File: src/rtl/uart_byte_rx_pkg.sv
// rtl/uart_byte_rx_pkg.sv - shared types and constants for the UART byte receiver
// Purpose: receiver state encoding, default bit timing, ASCII codes used by the move path.
// Ports: none (package).
package uart_byte_rx_pkg;

    // 50 MHz system clock at 115200 baud
    localparam int DEFAULT_CLKS_PER_BIT = 434;

    localparam logic [7:0] ASCII_LF   = 8'h0A;
    localparam logic [7:0] ASCII_DASH = 8'h2D;
    localparam logic [7:0] ASCII_W    = 8'h57;

    typedef enum logic [2:0] {
        ST_IDLE       = 3'd0,
        ST_START      = 3'd1,
        ST_DATA       = 3'd2,
        ST_STOP       = 3'd3,
        ST_CLEANUP    = 3'd4,
        ST_BREAK_WAIT = 3'd5
    } rx_state_e;

endpackage

File: src/rtl/uart_byte_rx_if.sv
// rtl/uart_byte_rx_if.sv - serial line in, received byte and status out
// Purpose: bundles the UART line and the byte/strobe outputs of the receiver.
// Ports: rx_serial (line, idles high), rx_byte, rx_finish (good-byte strobe),
//        rx_busy (frame in progress), frame_error (bad stop bit strobe).
// master: the receiver; slave: the line driver / downstream consumer.
interface uart_byte_rx_if;
    logic       rx_serial;
    logic [7:0] rx_byte;
    logic       rx_finish;
    logic       rx_busy;
    logic       frame_error;

    modport master (
        input  rx_serial,
        output rx_byte,
        output rx_finish,
        output rx_busy,
        output frame_error
    );

    modport slave (
        output rx_serial,
        input  rx_byte,
        input  rx_finish,
        input  rx_busy,
        input  frame_error
    );
endinterface

File: src/rtl/uart_byte_rx_line_sync.sv
// rtl/uart_byte_rx_line_sync.sv - metastability flop chain for an idle-high async line
// Purpose: STAGES-deep synchronizer; flops preset to 1 so reset looks like an idle line.
// Ports: clock, reset (async, active high), d (async input), q (synchronized output).
module line_sync #(
    parameter int STAGES = 2
) (
    input  logic clock,
    input  logic reset,
    input  logic d,
    output logic q
);
    logic [STAGES-1:0] sync_q;
    logic [STAGES-1:0] sync_d;

    always_comb begin
        sync_d = {sync_q[STAGES-2:0], d};
    end

    always_ff @(posedge clock or posedge reset) begin
        if (reset) begin
            sync_q <= '1;
        end else begin
            sync_q <= sync_d;
        end
    end

    assign q = sync_q[STAGES-1];
endmodule

File: src/rtl/uart_byte_rx.sv
// rtl/uart_byte_rx.sv - 8N1 UART receiver producing one strobe per good byte
// Purpose: recovers start/8 data (LSB first)/stop frames; good frames update rx_byte
//          with a one-cycle rx_finish, bad stop bits give a one-cycle frame_error.
// Ports: clock, reset (async, active high), bus (uart_byte_rx_if.master).
module uart_byte_rx
    import uart_byte_rx_pkg::*;
#(
    parameter int CLKS_PER_BIT = DEFAULT_CLKS_PER_BIT,
    parameter int SYNC_STAGES  = 2
) (
    input  logic             clock,
    input  logic             reset,
    uart_byte_rx_if.master   bus
);
    localparam int CNT_W = $clog2(CLKS_PER_BIT);
    // The IDLE->START transition cycle already counts toward the half bit, so
    // START samples one count early; this centres the sample in the start bit.
    localparam logic [CNT_W-1:0] HALF_LAST = CNT_W'((CLKS_PER_BIT - 1) / 2 - 1);
    localparam logic [CNT_W-1:0] BIT_LAST  = CNT_W'(CLKS_PER_BIT - 1);

    logic rxs;

    rx_state_e        state_q,   state_d;
    logic [CNT_W-1:0] clk_cnt_q, clk_cnt_d;
    logic [2:0]       bit_idx_q, bit_idx_d;
    logic [7:0]       shift_q,   shift_d;
    logic [7:0]       byte_q,    byte_d;
    logic             finish_q,  finish_d;
    logic             ferr_q,    ferr_d;

    line_sync #(.STAGES(SYNC_STAGES)) u_sync (
        .clock (clock),
        .reset (reset),
        .d     (bus.rx_serial),
        .q     (rxs)
    );

    always_ff @(posedge clock or posedge reset) begin
        if (reset) begin
            state_q   <= ST_IDLE;
            clk_cnt_q <= '0;
            bit_idx_q <= '0;
            shift_q   <= '0;
            byte_q    <= '0;
            finish_q  <= 1'b0;
            ferr_q    <= 1'b0;
        end else begin
            state_q   <= state_d;
            clk_cnt_q <= clk_cnt_d;
            bit_idx_q <= bit_idx_d;
            shift_q   <= shift_d;
            byte_q    <= byte_d;
            finish_q  <= finish_d;
            ferr_q    <= ferr_d;
        end
    end

    always_comb begin
        state_d   = state_q;
        clk_cnt_d = clk_cnt_q + 1'b1;
        bit_idx_d = bit_idx_q;
        shift_d   = shift_q;
        byte_d    = byte_q;
        finish_d  = 1'b0;
        ferr_d    = 1'b0;

        case (state_q)
            ST_IDLE: begin
                clk_cnt_d = '0;
                if (!rxs) begin
                    state_d = ST_START;
                end
            end
            ST_START: begin
                if (clk_cnt_q == HALF_LAST) begin
                    clk_cnt_d = '0;
                    bit_idx_d = '0;
                    // Line back high at mid start bit: treat as a glitch
                    state_d   = rxs ? ST_IDLE : ST_DATA;
                end
            end
            ST_DATA: begin
                if (clk_cnt_q == BIT_LAST) begin
                    clk_cnt_d          = '0;
                    shift_d[bit_idx_q] = rxs;
                    if (bit_idx_q == 3'd7) begin
                        state_d = ST_STOP;
                    end else begin
                        bit_idx_d = bit_idx_q + 3'd1;
                    end
                end
            end
            ST_STOP: begin
                if (clk_cnt_q == BIT_LAST) begin
                    clk_cnt_d = '0;
                    if (rxs) begin
                        byte_d   = shift_q;
                        finish_d = 1'b1;
                        state_d  = ST_CLEANUP;
                    end else begin
                        ferr_d  = 1'b1;
                        state_d = ST_BREAK_WAIT;
                    end
                end
            end
            ST_CLEANUP: begin
                clk_cnt_d = '0;
                state_d   = ST_IDLE;
            end
            ST_BREAK_WAIT: begin
                // A held-low line must not be mistaken for a stream of start bits
                clk_cnt_d = '0;
                if (rxs) begin
                    state_d = ST_IDLE;
                end
            end
            default: begin
                clk_cnt_d = '0;
                state_d   = ST_IDLE;
            end
        endcase
    end

    assign bus.rx_byte     = byte_q;
    assign bus.rx_finish   = finish_q;
    assign bus.frame_error = ferr_q;
    assign bus.rx_busy     = (state_q != ST_IDLE);
endmodule

File: src/flat_wrapper.sv
// flat-port wrapper written by rule: the top's interface ports become plain ports
module uart_byte_rx_flat import uart_byte_rx_pkg::*;
#(
    parameter int CLKS_PER_BIT = DEFAULT_CLKS_PER_BIT,
    parameter int SYNC_STAGES  = 2
)
  (clock, reset, bus_rx_serial, bus_rx_byte, bus_rx_finish, bus_rx_busy, bus_frame_error);
  uart_byte_rx_if bus_i ();
  input  logic clock;
  input  logic reset;
  input wire logic [$bits(bus_i.rx_serial)-1:0] bus_rx_serial;
  output wire logic [$bits(bus_i.rx_byte)-1:0] bus_rx_byte;
  output wire logic [$bits(bus_i.rx_finish)-1:0] bus_rx_finish;
  output wire logic [$bits(bus_i.rx_busy)-1:0] bus_rx_busy;
  output wire logic [$bits(bus_i.frame_error)-1:0] bus_frame_error;
  assign bus_i.rx_serial = bus_rx_serial;
  assign bus_rx_byte = bus_i.rx_byte;
  assign bus_rx_finish = bus_i.rx_finish;
  assign bus_rx_busy = bus_i.rx_busy;
  assign bus_frame_error = bus_i.frame_error;
  uart_byte_rx #(.CLKS_PER_BIT(CLKS_PER_BIT), .SYNC_STAGES(SYNC_STAGES)) u_core (.clock(clock), .reset(reset), .bus(bus_i));
endmodule
File: config.mk
export PLATFORM = sky130hd
export DESIGN_NAME = uart_byte_rx_flat
export DESIGN_NICKNAME = d
export VERILOG_FILES = /design/src/rtl/uart_byte_rx_pkg.sv /design/src/rtl/uart_byte_rx_if.sv /design/src/rtl/uart_byte_rx_line_sync.sv /design/src/rtl/uart_byte_rx.sv /design/src/flat_wrapper.sv
export SDC_FILE = /design/constraint.sdc
export NUM_CORES = 1
export LEC_CHECK = 0
export ABC_AREA = 1
export CORE_MARGIN = 3
export CORE_UTILIZATION = 45
export DETAILED_ROUTE_END_ITERATION = 8
export GPL_ROUTABILITY_DRIVEN = 0
export SYNTH_ARGS = -nofsm -noshare
export SYNTH_HDL_FRONTEND = slang
export SYNTH_SLANG_ARGS = --single-unit
File: constraint.sdc
create_clock -name clock -period 1.6 [get_ports clock]
set_input_delay 0.32 -clock clock [delete_from_list [all_inputs] [get_ports clock]]
set_output_delay 0.32 -clock clock [all_outputs]
set_load 0.005 [all_outputs]
==> results of run 1 <==
-- Yosys cell counts (all sizes together) --
library cell	n	area share
a21oi	2	0.0057
buf	3	0.014
dfrtp	33	0.47
dfstp	2	0.030
ha	4	0.028
inv	23	0.049
nand2	72	0.17
nand3	15	0.048
nand4	16	0.065
nor2	29	0.086
nor3	2	0.011
nor4	1	0.0035
o21ai	3	0.011
xnor2	1	0.0050
xor2	2	0.0099
-- kinds of logic (layout without fill, tap and decap cells) --
group / count (synthesis) / after routing / synth area share
adders and majority gates: 4 / 4 / 0.0283
xor gates and xnor gates: 3 / 3 / 0.0149
buffers and inverters: 26 / 49 / 0.0629
AOI/OAI and AO/OA: 5 / 5 / 0.0163
and+or+nand+nor: 135 / 136 / 0.381
DFF: 35 / 35 / 0.496
-- sequential cells by signal (all words and copies together) (netlist names) --
register / flops
u_core.bit_idx_q: 3
u_core.bus.frame_error: 1
u_core.bus.rx_byte: 8
u_core.bus.rx_finish: 1
u_core.clk_cnt_q: 9
u_core.shift_q: 8
u_core.state_q: 3
u_core.u_sync.sync_q: 2
-- cell type report --
| type | instances | area, um2 |
|---|---|---|
| Clock buffer | 6 | 82.6 |
| Clock inverter | 1 | 5.00 |
| Fill cell | 354 | 1610 |
| Inverter | 23 | 88.8 |
| Multi-Input combinational cell | 148 | 801 |
| Sequential cell | 35 | 878 |
| Tap cell | 48 | 60.1 |
| Timing Repair Buffer | 19 | 186 |
-- stage by stage --
| step | cell area [um2] | worst slack [ps] | utilization |
|---|---|---|---|
| CTS | 2080 | 109 | 0.559 |
| floorplan | 1770 | 217 | - |
| global route | 2100 | 5.37 | 0.566 |
| finish | 2100 | 122 | 0.566 |
| detailed placement | 1970 | 129 | 0.530 |
| global placement | 1970 | 114 | 0.530 |
-- critical path, stage by stage, from the launching register on --
cell                      delay (ps)
sky130_fd_sc_hd__dfrtp_1         400
sky130_fd_sc_hd__inv_1            70
sky130_fd_sc_hd__ha_1            150
sky130_fd_sc_hd__nand2_2          70
sky130_fd_sc_hd__nor2_4          140
sky130_fd_sc_hd__nand2_4         120
sky130_fd_sc_hd__nand2_2         130
sky130_fd_sc_hd__nand2_1         120
sky130_fd_sc_hd__inv_4           120
sky130_fd_sc_hd__nor2_1           60
-- what timing repair did --
action	in CTS	in global routing
pin swaps	1	3
buffers inserted	3	0
gates resized for setup	1	4
cloned	0	1
endpoints found under the setup margin	1	17
-- path summary, 6_finish.rpt --
check	cells after the start	endpoint	slack, ps
setup / recovery	9	u_core.clk_cnt_q[8]$_DFF_PP0_	120
hold / removal	0	u_core.u_sync.sync_q[1]$_DFF_PP1_	360
min in group asynchronous	3	u_core.bus.rx_finish$_DFF_PP0_	390
hold reg to reg	0	u_core.u_sync.sync_q[1]$_DFF_PP1_	360
max in group asynchronous	3	u_core.u_sync.sync_q[1]$_DFF_PP1_	960
setup reg to reg	9	u_core.clk_cnt_q[8]$_DFF_PP0_	120
-- power by group through the flow --
stage / Clock, mW / Combinational [mW] / Sequential (mW)
CTS: 0.658 / 0.0351 / 0.892
global route: 0.690 / 0.0386 / 0.892
floorplan: 0 / 0.0176 / 0.908
finish: 0.634 / 0.0332 / 0.893
detailed placement: 0 / 0.0350 / 0.909
global placement: 0 / 0.0341 / 0.909
-- layer usage --
layer,up-vias,track usage,share of wire
met1,638,0.214,0.50
met5,-,0,0
met2,15,0.259,0.45
met4,0,0.0657,0.015
li1,715,-,-
met3,5,0.0519,0.033
==> impl_results.md, run 1 <==
- Worst rel slew slack: 0.809
- Routed vias: 1373
- Initial Utilization: 0.476
- CTS tree: done
- Outcome: finished, final reports clean
- Final worst path period share: 0.924
- Sum of net half-perimeters after detailed placement: 2290 um
- Share of power burned in combinational logic: 0.021
- Min-Delay Path Class: reg -> reg
- Endpoints failing setup: 0
- Sort of element at the start of the critical path: register
- Fraction of power consumed by sequential logic: 0.572
- Drt first-iter violations: 83
- Total instance count after detailed placement: 269
- Shortest clock period the worst path allows after layout: 1480 ps
- Overall routing resource usage: 0.166
- Clock edge transition at the registers on the reported setup and hold paths: 70 ps
- DRC violations left: 0
- Vertical extent of the die: 68.7 um
- Wire length of the first global-routing pass: 5870 um
- Maximum number of pins on one net before global-route repair: 36
- Layout net count: 239
- Antenna diodes: 0
- Critical hold path startpoint: u_core.u_sync.sync_q[0]$_DFF_PP1_
- Detail-routed net length per standard cell: 11.8 um
- Pre-antenna DRT Iters: 4
- Number of antenna violations at the first check in global routing: 0
- Hold slack: 357 ps
- Static Leak: 1.10 nW
- Maximum fanout along the worst path: 8
- Arr. time, crit path: 1660 ps
- Worst path required time: 1780 ps
- Internal: 1.24 mW
- Max H-tree Level: 2
- Maximum achievable frequency: 0.676 GHz
- Top library cells by usage in the layout, fill and taps aside: sky130_fd_sc_hd__nand2_1 (65), sky130_fd_sc_hd__dfrtp_1 (33), sky130_fd_sc_hd__nor2_1 (22)
- Pins Over Slew Limit: 0
- Syn_nets: 215
- Io pins: 14
- Layout-stage area growth over the synthesis result: 18.8%
- Core Region: 0.00372 mm2
- Number of warnings issued by yosys: 0
- Drt via density: 4.90
- Switching Power: 322 uW
- Fraction of the yosys area taken by sequential cells: 0.496
- Switching power as a share of total power: 0.206
- Cell Area, Synth: 0.00177 mm2
- Floorplan die area: 0.00472 mm2
- Number of hold violations in the final report: 0
- Clock latency reported for the late side of the worst-skew pair: 280 ps
- Capturing element type of the critical path: register
- Maximum clock path buffer count: 2
- Max-Cap Viols: 0
- Hold buffer count at CTS: 0
- IR Drop Worst-Case VDD: 0.454 mV
- Horizontal die dimension: 68.7 um
- Pin slew with the least headroom to its limit: 284 ps
- Total of flip-flops plus latches after synthesis: 35
- Worst setup path category: reg -> reg
- Total power density per cell area: 742 mW/mm2
- Power share of the clock group: 0.406
- Cell chosen for the clock root: sky130_fd_sc_hd__clkbuf_8
- Standard-cell rows: 22
- Total negative setup slack: 0 ps
- Setup crit start: u_core.clk_cnt_q[1]$_DFF_PP0_
- Number of global-route vias before repair: 1345
- Number of unique standard cell types used by synthesis: 25
- ANT nets after route: 0
- Worst r2r src: u_core.clk_cnt_q[1]$_DFF_PP0_
- Clock net sink count: 35
- Global route total overflow: 0
- Clock Skew: 6.40 ps
- Overall power of the completed layout: 1.56 mW
- Fraction of layout cells with a size suffix above 1: 0.185
- Cells after synthesis: 208
- Post-route non-filler standard cell count: 280
- Port buffer count: 13
- Synthesized area per cell: 8.51 um2
- Total wirelength of the detailed-routed design: 3310 um
- Commonest non-fill, non-tap cell in the layout: sky130_fd_sc_hd__nand2_1
- Number of buffers created by CTS: 5
- RSZ-0062 raised after global routing: false
(Power assumes the default switching activity.)
==> run 2: changes to the inputs <==
==> constraint.sdc (replaced) <==
create_clock -name clock -period 1.6 [get_ports clock]
set_input_delay 0.32 -clock clock [delete_from_list [all_inputs] [get_ports clock]]
set_output_delay 0.32 -clock clock [all_outputs]
set_load 0.02 [all_outputs]
==> impl_results.md, run 2 (synthesis gave the netlist of run 1 again) <==
- Maximum achievable frequency: 0.644 GHz (was 0.676 GHz)
- Endpoints failing setup: 0 (unchanged)
- Floorplan die area: 0.00472 mm2 (unchanged)
- Outcome: finished, final reports clean (unchanged)
- Maximum clock path buffer count: 2 (unchanged)
- Setup slack on the worst flop-to-flop path: 120 ps (about the same)
- Standard-cell rows: 22 (unchanged)
- Initial Utilization: 0.476 (unchanged)
- Master of the slowest instance on the critical path: sky130_fd_sc_hd__clkdlybuf4s50_1 (was sky130_fd_sc_hd__dfrtp_1)
- Clock edge transition at the registers on the reported setup and hold paths: 70 ps (about the same)
- Drt via density: 5.03 (was 4.90)
- Horizontal die dimension: 68.7 um (unchanged)
- Layout-stage area growth over the synthesis result: 19.7% (was 18.8%)
- Layout net count: 238 (was 239)
- Min-Delay Path Class: reg -> reg (unchanged)
- Worst path buffer plus inverter count: 1 (was 2)
- Critical path cell sequence: clkdlybuf4s50_1 (was inv_1 -> ha_1 -> nand2_2 -> nor2_4 -> nand2_4 -> nand2_2 -> nand2_1 -> inv_4 -> nor2_1)
- Number of buffers created by CTS: 5 (unchanged)
- Number of hold violations in the final report: 0 (unchanged)
- Cell class contributing the biggest share of worst-path delay: buffers and inverters (was simple AND/OR/NAND/NOR gates)
- Pin slew with the least headroom to its limit: 295 ps (was 284 ps)
- CTS tree: done (unchanged)
- Drt first-iter violations: 78 (was 83)
- Total wirelength of the detailed-routed design: 3390 um (was 3310 um)
- Global route total overflow: 0 (unchanged)
- Cell chosen for the clock root: sky130_fd_sc_hd__clkbuf_8 (unchanged)
- Number of flip-flops in the largest register: 9 (unchanged)
- Clock Skew: 6.64 ps (was 6.40 ps)
- Fraction of layout cells with a size suffix above 1: 0.185 (unchanged)
- Largest register by flop count: u_core.clk_cnt_q (unchanged)
- Final worst path period share: 0.970 (was 0.924)
- Clock net sink count: 35 (unchanged)
- Worst Setup Slack post-DPL: 93.1 ps (was 129 ps)
- Routed vias: 1408 (was 1373)
- Antenna diodes: 0 (unchanged)
- Io pins: 14 (unchanged)
- Total power density per cell area: 762 mW/mm2 (was 742 mW/mm2)
- Overall routing resource usage: 0.163 (was 0.166)
- Worst rel slew slack: 0.803 (was 0.809)
- Port buffer count: 13 (unchanged)
- Worst setup path category: reg -> out (was reg -> reg)
- DRC violations left: 0 (unchanged)
- Clock latency reported for the late side of the worst-skew pair: 280 ps (about the same)
- Vertical extent of the die: 68.7 um (unchanged)
- Pre-antenna DRT Iters: 4 (unchanged)
- Sum of net half-perimeters after detailed placement: 2400 um (was 2290 um)
- Max-Cap Viols: 0 (unchanged)
- Max H-tree Level: 2 (unchanged)
- Shortest clock period the worst path allows after layout: 1550 ps (was 1480 ps)
- Maximum number of pins on one net before global-route repair: 36 (unchanged)
- Sort of element at the start of the critical path: register (unchanged)
- Final core area utilization: 0.570 (was 0.566)
- ANT nets after route: 0 (unchanged)
- Number of antenna violations at the first check in global routing: 0 (unchanged)
- Largest stage delay on the critical path: 600 ps (was 400 ps)
- Static Leak: 1.12 nW (was 1.10 nW)
- Capturing element type of the critical path: output port (was register)
- Number of global-route vias before repair: 1308 (was 1345)
- Wire length of the first global-routing pass: 5720 um (was 5870 um)
- Worst path required time: 1280 ps (was 1780 ps)
- Hold buffer count at CTS: 0 (unchanged)
- Top library cells by usage in the layout, fill and taps aside: sky130_fd_sc_hd__nand2_1 (65), sky130_fd_sc_hd__dfrtp_1 (32), sky130_fd_sc_hd__nor2_1 (22) (was sky130_fd_sc_hd__nand2_1 (65), sky130_fd_sc_hd__dfrtp_1 (33), sky130_fd_sc_hd__nor2_1 (22))
- Detail-routed net length per standard cell: 12.1 um (was 11.8 um)
- Core Region: 0.00372 mm2 (unchanged)
- IR Drop Worst-Case VDD: 0.374 mV (was 0.454 mV)
- Maximum fanout along the worst path: 2 (was 8)
- Hold slack: 357 ps (about the same)
- Commonest non-fill, non-tap cell in the layout: sky130_fd_sc_hd__nand2_1 (unchanged)
- Fin worst setup slack: 48.2 ps (was 122 ps)
- Arr. time, crit path: 1230 ps (was 1660 ps)
- Pins Over Slew Limit: 0 (unchanged)
run 2: repair_timing:
action,CTS,global route
endpoints found under the setup margin,1,19
resized for setup,1,8
pin swaps,0,3
gates cloned,0,1
setup buffers,0,1
run 2: where the power goes:
group / leakage, nW / switching (mW) / total [mW] / internal, mW
Combinational: 0.600 / 0.0218 / 0.0335 / 0.0117
Sequential: 0.466 / 0.00335 / 0.893 / 0.889
Clock: 0.0515 / 0.295 / 0.687 / 0.393
Total: 1.12 / 0.320 / 1.61 / 1.29
run 2: path summary, 6_finish.rpt:
kind                                                         from                                 to  depth (start not counted)
worst max-delay path            u_core.bus.rx_byte[0]$_DFFE_PP0P_                     bus_rx_byte[0]                          1
worst min-delay path            u_core.u_sync.sync_q[0]$_DFF_PP1_  u_core.u_sync.sync_q[1]$_DFF_PP1_                          0
max in group asynchronous                                   reset  u_core.u_sync.sync_q[1]$_DFF_PP1_                          3
worst max register to register    u_core.bit_idx_q[1]$_DFFE_PP0P_    u_core.bit_idx_q[2]$_DFFE_PP0P_                          6
min in group asynchronous                                   reset  u_core.bus.rx_byte[3]$_DFFE_PP0P_                          3
worst min register to register  u_core.u_sync.sync_q[0]$_DFF_PP1_  u_core.u_sync.sync_q[1]$_DFF_PP1_                          0
run 2: final cells by class:
cell class | instances | area (um2)
tap | 48 | 60.1
inverter | 23 | 88.8
sequential | 35 | 880
timing repair buffer | 18 | 183
clock buffer | 8 | 100
multi-input combinational | 148 | 806
fill | 325 | 1600
run 2: metal layers:
metal / wire [um] / track usage / part of all wire
met1: 1600 / 0.208 / 0.47
met3: 151 / 0.0340 / 0.045
met4: 54 / 0.0730 / 0.016
met5: 0 / 0 / 0
met2: 1580 / 0.266 / 0.47
run 2: per-stage QoR:
stage               power (mW)  cells  setup TNS, ps  instance area (um2)
finish                    1.61    280              0                 2120
global route              1.68    280         -0.934                 2120
CTS                       1.63    278              0                 2080
detailed placement       0.944    270              0                 1980
global placement         0.943    270              0                 1980
floorplan                0.925    208              0                 1770
==> patch 1, RTL diff (config.mk and constraints of run 2) <==
The package constant `DEFAULT_CLKS_PER_BIT` goes from 434 to 868.
--- a/src/rtl/uart_byte_rx_pkg.sv
+++ b/src/rtl/uart_byte_rx_pkg.sv
@@ -4,7 +4,7 @@
 package uart_byte_rx_pkg;
 
     // 50 MHz system clock at 115200 baud
-    localparam int DEFAULT_CLKS_PER_BIT = 434;
+    localparam int DEFAULT_CLKS_PER_BIT = 868;
 
     localparam logic [7:0] ASCII_LF   = 8'h0A;
     localparam logic [7:0] ASCII_DASH = 8'h2D;
Formal check against the unedited RTL: same outputs for any inputs over 10 cycles, from zero or initial values and one cycle with reset high; that may be too few to reach the edited logic, so the function may still have changed.
==> patch 1 against run 2 <==
- power grew 7.4%
- global-route usage rose by 0.63 points
- wire length about the same
- clock skew decreased by 0.0032 ns
- sequential cell count increased by 1
- non-clock buffer count stayed put
- final area fell by 0.89%
- critical endpoint is now bus_frame_error
- area after synthesis decreased by 1.8%
- worst setup slack gained 0.029 ns
- die area shrank 1.6%
==> patch 1: results (changes against run 2) <==
\begin{tabular}{lr}
\hline
Metric & Value \\
\hline
\multicolumn{2}{l}{\textbf{GRT}} \\
\quad Met3 Use GR & 0.0493 (+0.0152) \\
\quad Vias in the first global route & 1299 (-0.69\%) \\
\quad Met2 Resource Use GR & 0.255 (-0.0107) \\
\quad Total track usage & 0.169 (+0.00625) \\
\quad Global-route wire length before repair & 5750 um (+0.59\%) \\
\quad Initial antenna violation count & 0 (unchanged) \\
\multicolumn{2}{l}{\textbf{Detailed routing}} \\
\quad Routed WL per cell & 12.2 um (+0.39\%) \\
\quad Sum of met3 wire segment lengths after detailed routing & 175 um (+16\%) \\
\quad Count of vias placed by the detailed router & 1372 (-2.6\%) \\
\multicolumn{2}{l}{\textbf{Synthesis}} \\
\quad Synth Area in Compound Gates & 0.0547 (+0.0384) \\
\quad Number of library cell types mapped by synthesis & 27 (+8.0\%) \\
\quad Arithmetic-cell share of the synthesized area counting full adders, half adders and majority gates & 0.0288 (+0.000509) \\
\quad Biggest area contributors in the synthesized netlist & sky130\_fd\_sc\_hd\_\_dfrtp\_1, sky130\_fd\_sc\_hd\_\_nand2\_1, sky130\_fd\_sc\_hd\_\_nor2\_1 \\
\quad Fraction of synthesized cell area in xor and xnor cells & 0.0302 (+0.0154) \\
\quad Synth cell count leaders & sky130\_fd\_sc\_hd\_\_nand2\_1, sky130\_fd\_sc\_hd\_\_dfrtp\_1, sky130\_fd\_sc\_hd\_\_nor2\_1 \\
\multicolumn{2}{l}{\textbf{Cells and area}} \\
\quad Number of cells in the finished layout apart from fillers & 279 (-0.36\%) \\
\quad Share of final-layout standard cells stronger than drive strength 1 & 0.163 (-0.0223) \\
\quad Final Net Count & 239 (+0.42\%) \\
\quad Number of filler instances in the final layout & 331 (+1.8\%) \\
\multicolumn{2}{l}{\textbf{Clocking}} \\
\quad Clock latency of the later-clocked register in the worst-skew pair & 0.29 ns \\
\multicolumn{2}{l}{\textbf{Critical path}} \\
\quad Highest net fanout along the worst path & 1 (-1) \\
\quad Worst EP arrival & 1.20 ns (-0.03 ns) \\
\multicolumn{2}{l}{\textbf{Placed design}} \\
\quad Dpl hpwl & 2460 um (+2.7\%) \\
\quad I/O Buffers & 13 (unchanged) \\
\multicolumn{2}{l}{\textbf{Power and ir drop}} \\
\quad Leakage power of the design & 0.00115 uW (+2.7\%) \\
\quad Maximum VDD drop & 0.536 mV (+43\%) \\
\multicolumn{2}{l}{\textbf{Status}} \\
\quad Status & complete, no violations \\
\multicolumn{2}{l}{\textbf{STA}} \\
\quad Worst Clk Skew & 0.00344 ns (-0.00320 ns) \\
\hline
\end{tabular}
==> patch 1: final cells by class <==
cell class                      instances  area share
Multi-Input combinational cell        146       0.357
Inverter                               25      0.0483
Tap cell                               46      0.0274
Clock buffer                            6      0.0346
Timing Repair Buffer                   18      0.0859
Clock inverter                          2      0.0167
Sequential cell                        36       0.431
==> patch 1: per-stage QoR <==
step | total power [uW] | instance area, um2 | util
5_1_grt | 1800 | 2100 | 0.596
2_1_floorplan | 951 | 1740 | -
3_5_place_dp | 968 | 1950 | 0.554
4_1_cts | 1750 | 2050 | 0.584
6_report | 1730 | 2100 | 0.596
3_3_place_gp | 968 | 1950 | 0.554
==> patch 1: path summary, 6_finish.rpt <==
path                                                    from                           endpoint  cells after the start  slack, ns
max                         u_core.bus.frame_error$_DFF_PP0_                    bus_frame_error                      1       0.08
min                        u_core.u_sync.sync_q[0]$_DFF_PP1_  u_core.u_sync.sync_q[1]$_DFF_PP1_                      0       0.36
max reg2reg                    u_core.clk_cnt_q[0]$_DFF_PP0_  u_core.bus.rx_byte[7]$_DFFE_PP0P_                      9       0.10
min reg2reg                u_core.u_sync.sync_q[0]$_DFF_PP1_  u_core.u_sync.sync_q[1]$_DFF_PP1_                      0       0.36
max in group asynchronous                              reset  u_core.u_sync.sync_q[0]$_DFF_PP1_                      3       0.97
min in group asynchronous                              reset      u_core.clk_cnt_q[6]$_DFF_PP0_                      3       0.37
==> patch 1: timing repair <==
action                     in CTS  in global routing
buffers inserted                0                  1
setup endpoints to repair       3                 19
pin swaps                       0                  1
gates resized for setup         3                 12
==> patch 1: report_power, final <==
| part | total [uW] | leakage, uW | internal (uW) | switching, uW |
|---|---|---|---|---|
| clock network | 784 | 0.0000552 | 462 | 321 |
| logic | 34.0 | 0.000610 | 9.96 | 24.0 |
| registers | 915 | 0.000481 | 914 | 0.964 |
==> patch 2, RTL diff (settings of run 2) <==
Made on the original files. The 6 states of `rx_state_e` get a Gray code encoding in 3 bits.
--- a/src/rtl/uart_byte_rx_pkg.sv
+++ b/src/rtl/uart_byte_rx_pkg.sv
@@ -11,12 +11,12 @@
     localparam logic [7:0] ASCII_W    = 8'h57;
 
     typedef enum logic [2:0] {
-        ST_IDLE       = 3'd0,
-        ST_START      = 3'd1,
-        ST_DATA       = 3'd2,
-        ST_STOP       = 3'd3,
-        ST_CLEANUP    = 3'd4,
-        ST_BREAK_WAIT = 3'd5
+        ST_IDLE       = 3'b000,
+        ST_START      = 3'b001,
+        ST_DATA       = 3'b011,
+        ST_STOP       = 3'b010,
+        ST_CLEANUP    = 3'b110,
+        ST_BREAK_WAIT = 3'b111
     } rx_state_e;
 
 endpackage
Function: same outputs for any inputs over 10 cycles, from zero or initial values and one cycle with reset high; not proved beyond that.
==> patch 2 against run 2 <==
- worst setup slack worse by 0.0034 ns
- sequential cell count unchanged
- power grew 8.0%
- synthesized cell count rose by 12%
- largest cell class unchanged
- wire length down 0.21%
- final area is 4.9% higher
- die area increased by 3.0%
- area after synthesis is 3.3% higher
==> patch 2: results (changes against run 2) <==
\begin{tabular}{lr}
\hline
Metric & Value \\
\hline
\multicolumn{2}{l}{\textbf{Critical path}} \\
\quad Number of cells traversed by the worst register-to-register path & 9 (+3) \\
\quad Reg-to-reg startpoint & u\_core.clk\_cnt\_q[1]\$\_DFF\_PP0\_ \\
\quad Reg2Reg Capture Point & u\_core.bus.rx\_byte[3]\$\_DFFE\_PP0P\_ \\
\quad Highest net fanout along the worst path & 4 (+2) \\
\quad Worst EP arrival & around 1.2 ns \\
\multicolumn{2}{l}{\textbf{Placed design}} \\
\quad I/O Buffers & 13 (unchanged) \\
\quad Dpl hpwl & 2350 um (-2.1\%) \\
\multicolumn{2}{l}{\textbf{GRT}} \\
\quad Total track usage & 0.157 (-0.00606) \\
\quad Vias in the first global route & 1404 (+7.3\%) \\
\quad Global-route wire length before repair & 6200 um (+8.4\%) \\
\multicolumn{2}{l}{\textbf{Power and ir drop}} \\
\quad Leakage power of the design & 0.00123 uW (+9.8\%) \\
\quad Maximum VDD drop & 0.513 mV (+37\%) \\
\multicolumn{2}{l}{\textbf{Synthesis}} \\
\quad Fraction of synthesized cell area in xor and xnor cells & 0.00959 (-0.00526) \\
\quad Synth cell count leaders & sky130\_fd\_sc\_hd\_\_nand2\_1, sky130\_fd\_sc\_hd\_\_inv\_1, sky130\_fd\_sc\_hd\_\_dfrtp\_1 \\
\quad Synth Area in Compound Gates & 0.0521 (+0.0358) \\
\quad Number of library cell types mapped by synthesis & 23 (-8.0\%) \\
\quad Biggest area contributors in the synthesized netlist & sky130\_fd\_sc\_hd\_\_dfrtp\_1, sky130\_fd\_sc\_hd\_\_nand2\_1, sky130\_fd\_sc\_hd\_\_inv\_1 \\
\quad Sequential share of the synthesized area & 0.481 (-0.0156) \\
\quad Arithmetic-cell share of the synthesized area counting full adders, half adders and majority gates & 0.0274 (-0.000891) \\
\quad Synth Net Count & 239 (+11\%) \\
\multicolumn{2}{l}{\textbf{Cells and area}} \\
\quad Final Net Count & 265 (+11\%) \\
\quad Count of antenna diodes in the layout & 0 (unchanged) \\
\quad Share of final-layout standard cells stronger than drive strength 1 & 0.166 (-0.0193) \\
\multicolumn{2}{l}{\textbf{Detailed routing}} \\
\quad Via-to-Cell Ratio & 4.68 (-7.0\%) \\
\quad Wire length reported by the detailed router & 3380 um (-0.21\%) \\
\quad 1st-iter DRT viols & 110 (+41\%) \\
\multicolumn{2}{l}{\textbf{STA}} \\
\quad Worst Hold Margin & 0.358 ns (+0.000950 ns) \\
\quad Max\_slew headroom & 0.791 (-0.0118) \\
\quad Worst Clk Skew & 0.00474 ns (-0.00190 ns) \\
\multicolumn{2}{l}{\textbf{Status}} \\
\quad Status & complete, no violations \\
\hline
\end{tabular}
## patch 2: cells by family after synthesis
family                     Yosys count
xor gates and xnor gates             2
adders and majority gates            4
AOI/OAI and AO/OA                   13
and+or+nand+nor                    131
DFF                                 35
buffers and inverters               47
## patch 2: per-layer routing
layer  vias to the layer above  GRT usage  routed length [um]
met5                         -          0                   0
met4                         0     0.0638                  62
met3                         6     0.0391                 106
met2                        17      0.244                1460
met1                       644      0.210                1750
li1                        769          -                   -
## patch 2: worst max-delay path by stage
stage	startpoint	end	slack (ns)
after floorplan	u_core.clk_cnt_q[1]$_DFF_PP0_	u_core.bus.rx_byte[7]$_DFFE_PP0P_	0.20
after global placement	u_core.clk_cnt_q[1]$_DFF_PP0_	u_core.bus.rx_byte[0]$_DFFE_PP0P_	0.07
after detailed placement	u_core.clk_cnt_q[1]$_DFF_PP0_	u_core.bus.rx_byte[4]$_DFFE_PP0P_	0.03
after CTS	u_core.clk_cnt_q[1]$_DFF_PP0_	u_core.bus.rx_byte[4]$_DFFE_PP0P_	0.0005
after global routing	u_core.state_q[2]$_DFFE_PP0P_	bus_rx_busy	-0.02
final	u_core.state_q[2]$_DFFE_PP0P_	bus_rx_busy	0.04
## patch 2: per-stage QoR
stage | worst slack (ns) | total power (uW) | cell area [um2] | std cells | setup TNS, ns
6_report | 0.0449 | 1740 | 2220 | 307 | 0
5_1_grt | -0.0230 | 1810 | 2220 | 307 | -0.0442
4_1_cts | 0.000537 | 1770 | 2180 | 306 | 0
3_5_place_dp | 0.0346 | 945 | 2070 | 298 | 0
3_3_place_gp | 0.0717 | 945 | 2070 | 298 | 0
2_1_floorplan | 0.197 | 926 | 1830 | 232 | 0
## patch 2: critical path, cell delays in order, from the launching register on
cell	delay, ns
sky130_fd_sc_hd__dfrtp_1	0.39
sky130_fd_sc_hd__nor2_2	0.17
sky130_fd_sc_hd__nand2_1	0.07
sky130_fd_sc_hd__dlygate4sd2_1	0.32
## patch 2: final cells by class
class	instances	area, um2
inverter	45	176
sequential	35	878
timing repair buffer	20	204
multi-input combinational	151	785
fill	366	1580
clock buffer	6	82.6
tap	48	60.1
clock inverter	2	35.0
## patch 2: where the power goes
group / switching (uW) / internal, uW / total, uW
logic: 22.5 / 12.3 / 34.8
clock network: 311 / 504 / 815
registers: 3.95 / 889 / 893
## patch 2: timing repair
action,4_1_cts,5_1_grt
gates cloned,0,1
gates resized for setup,1,9
setup endpoints to repair,1,24
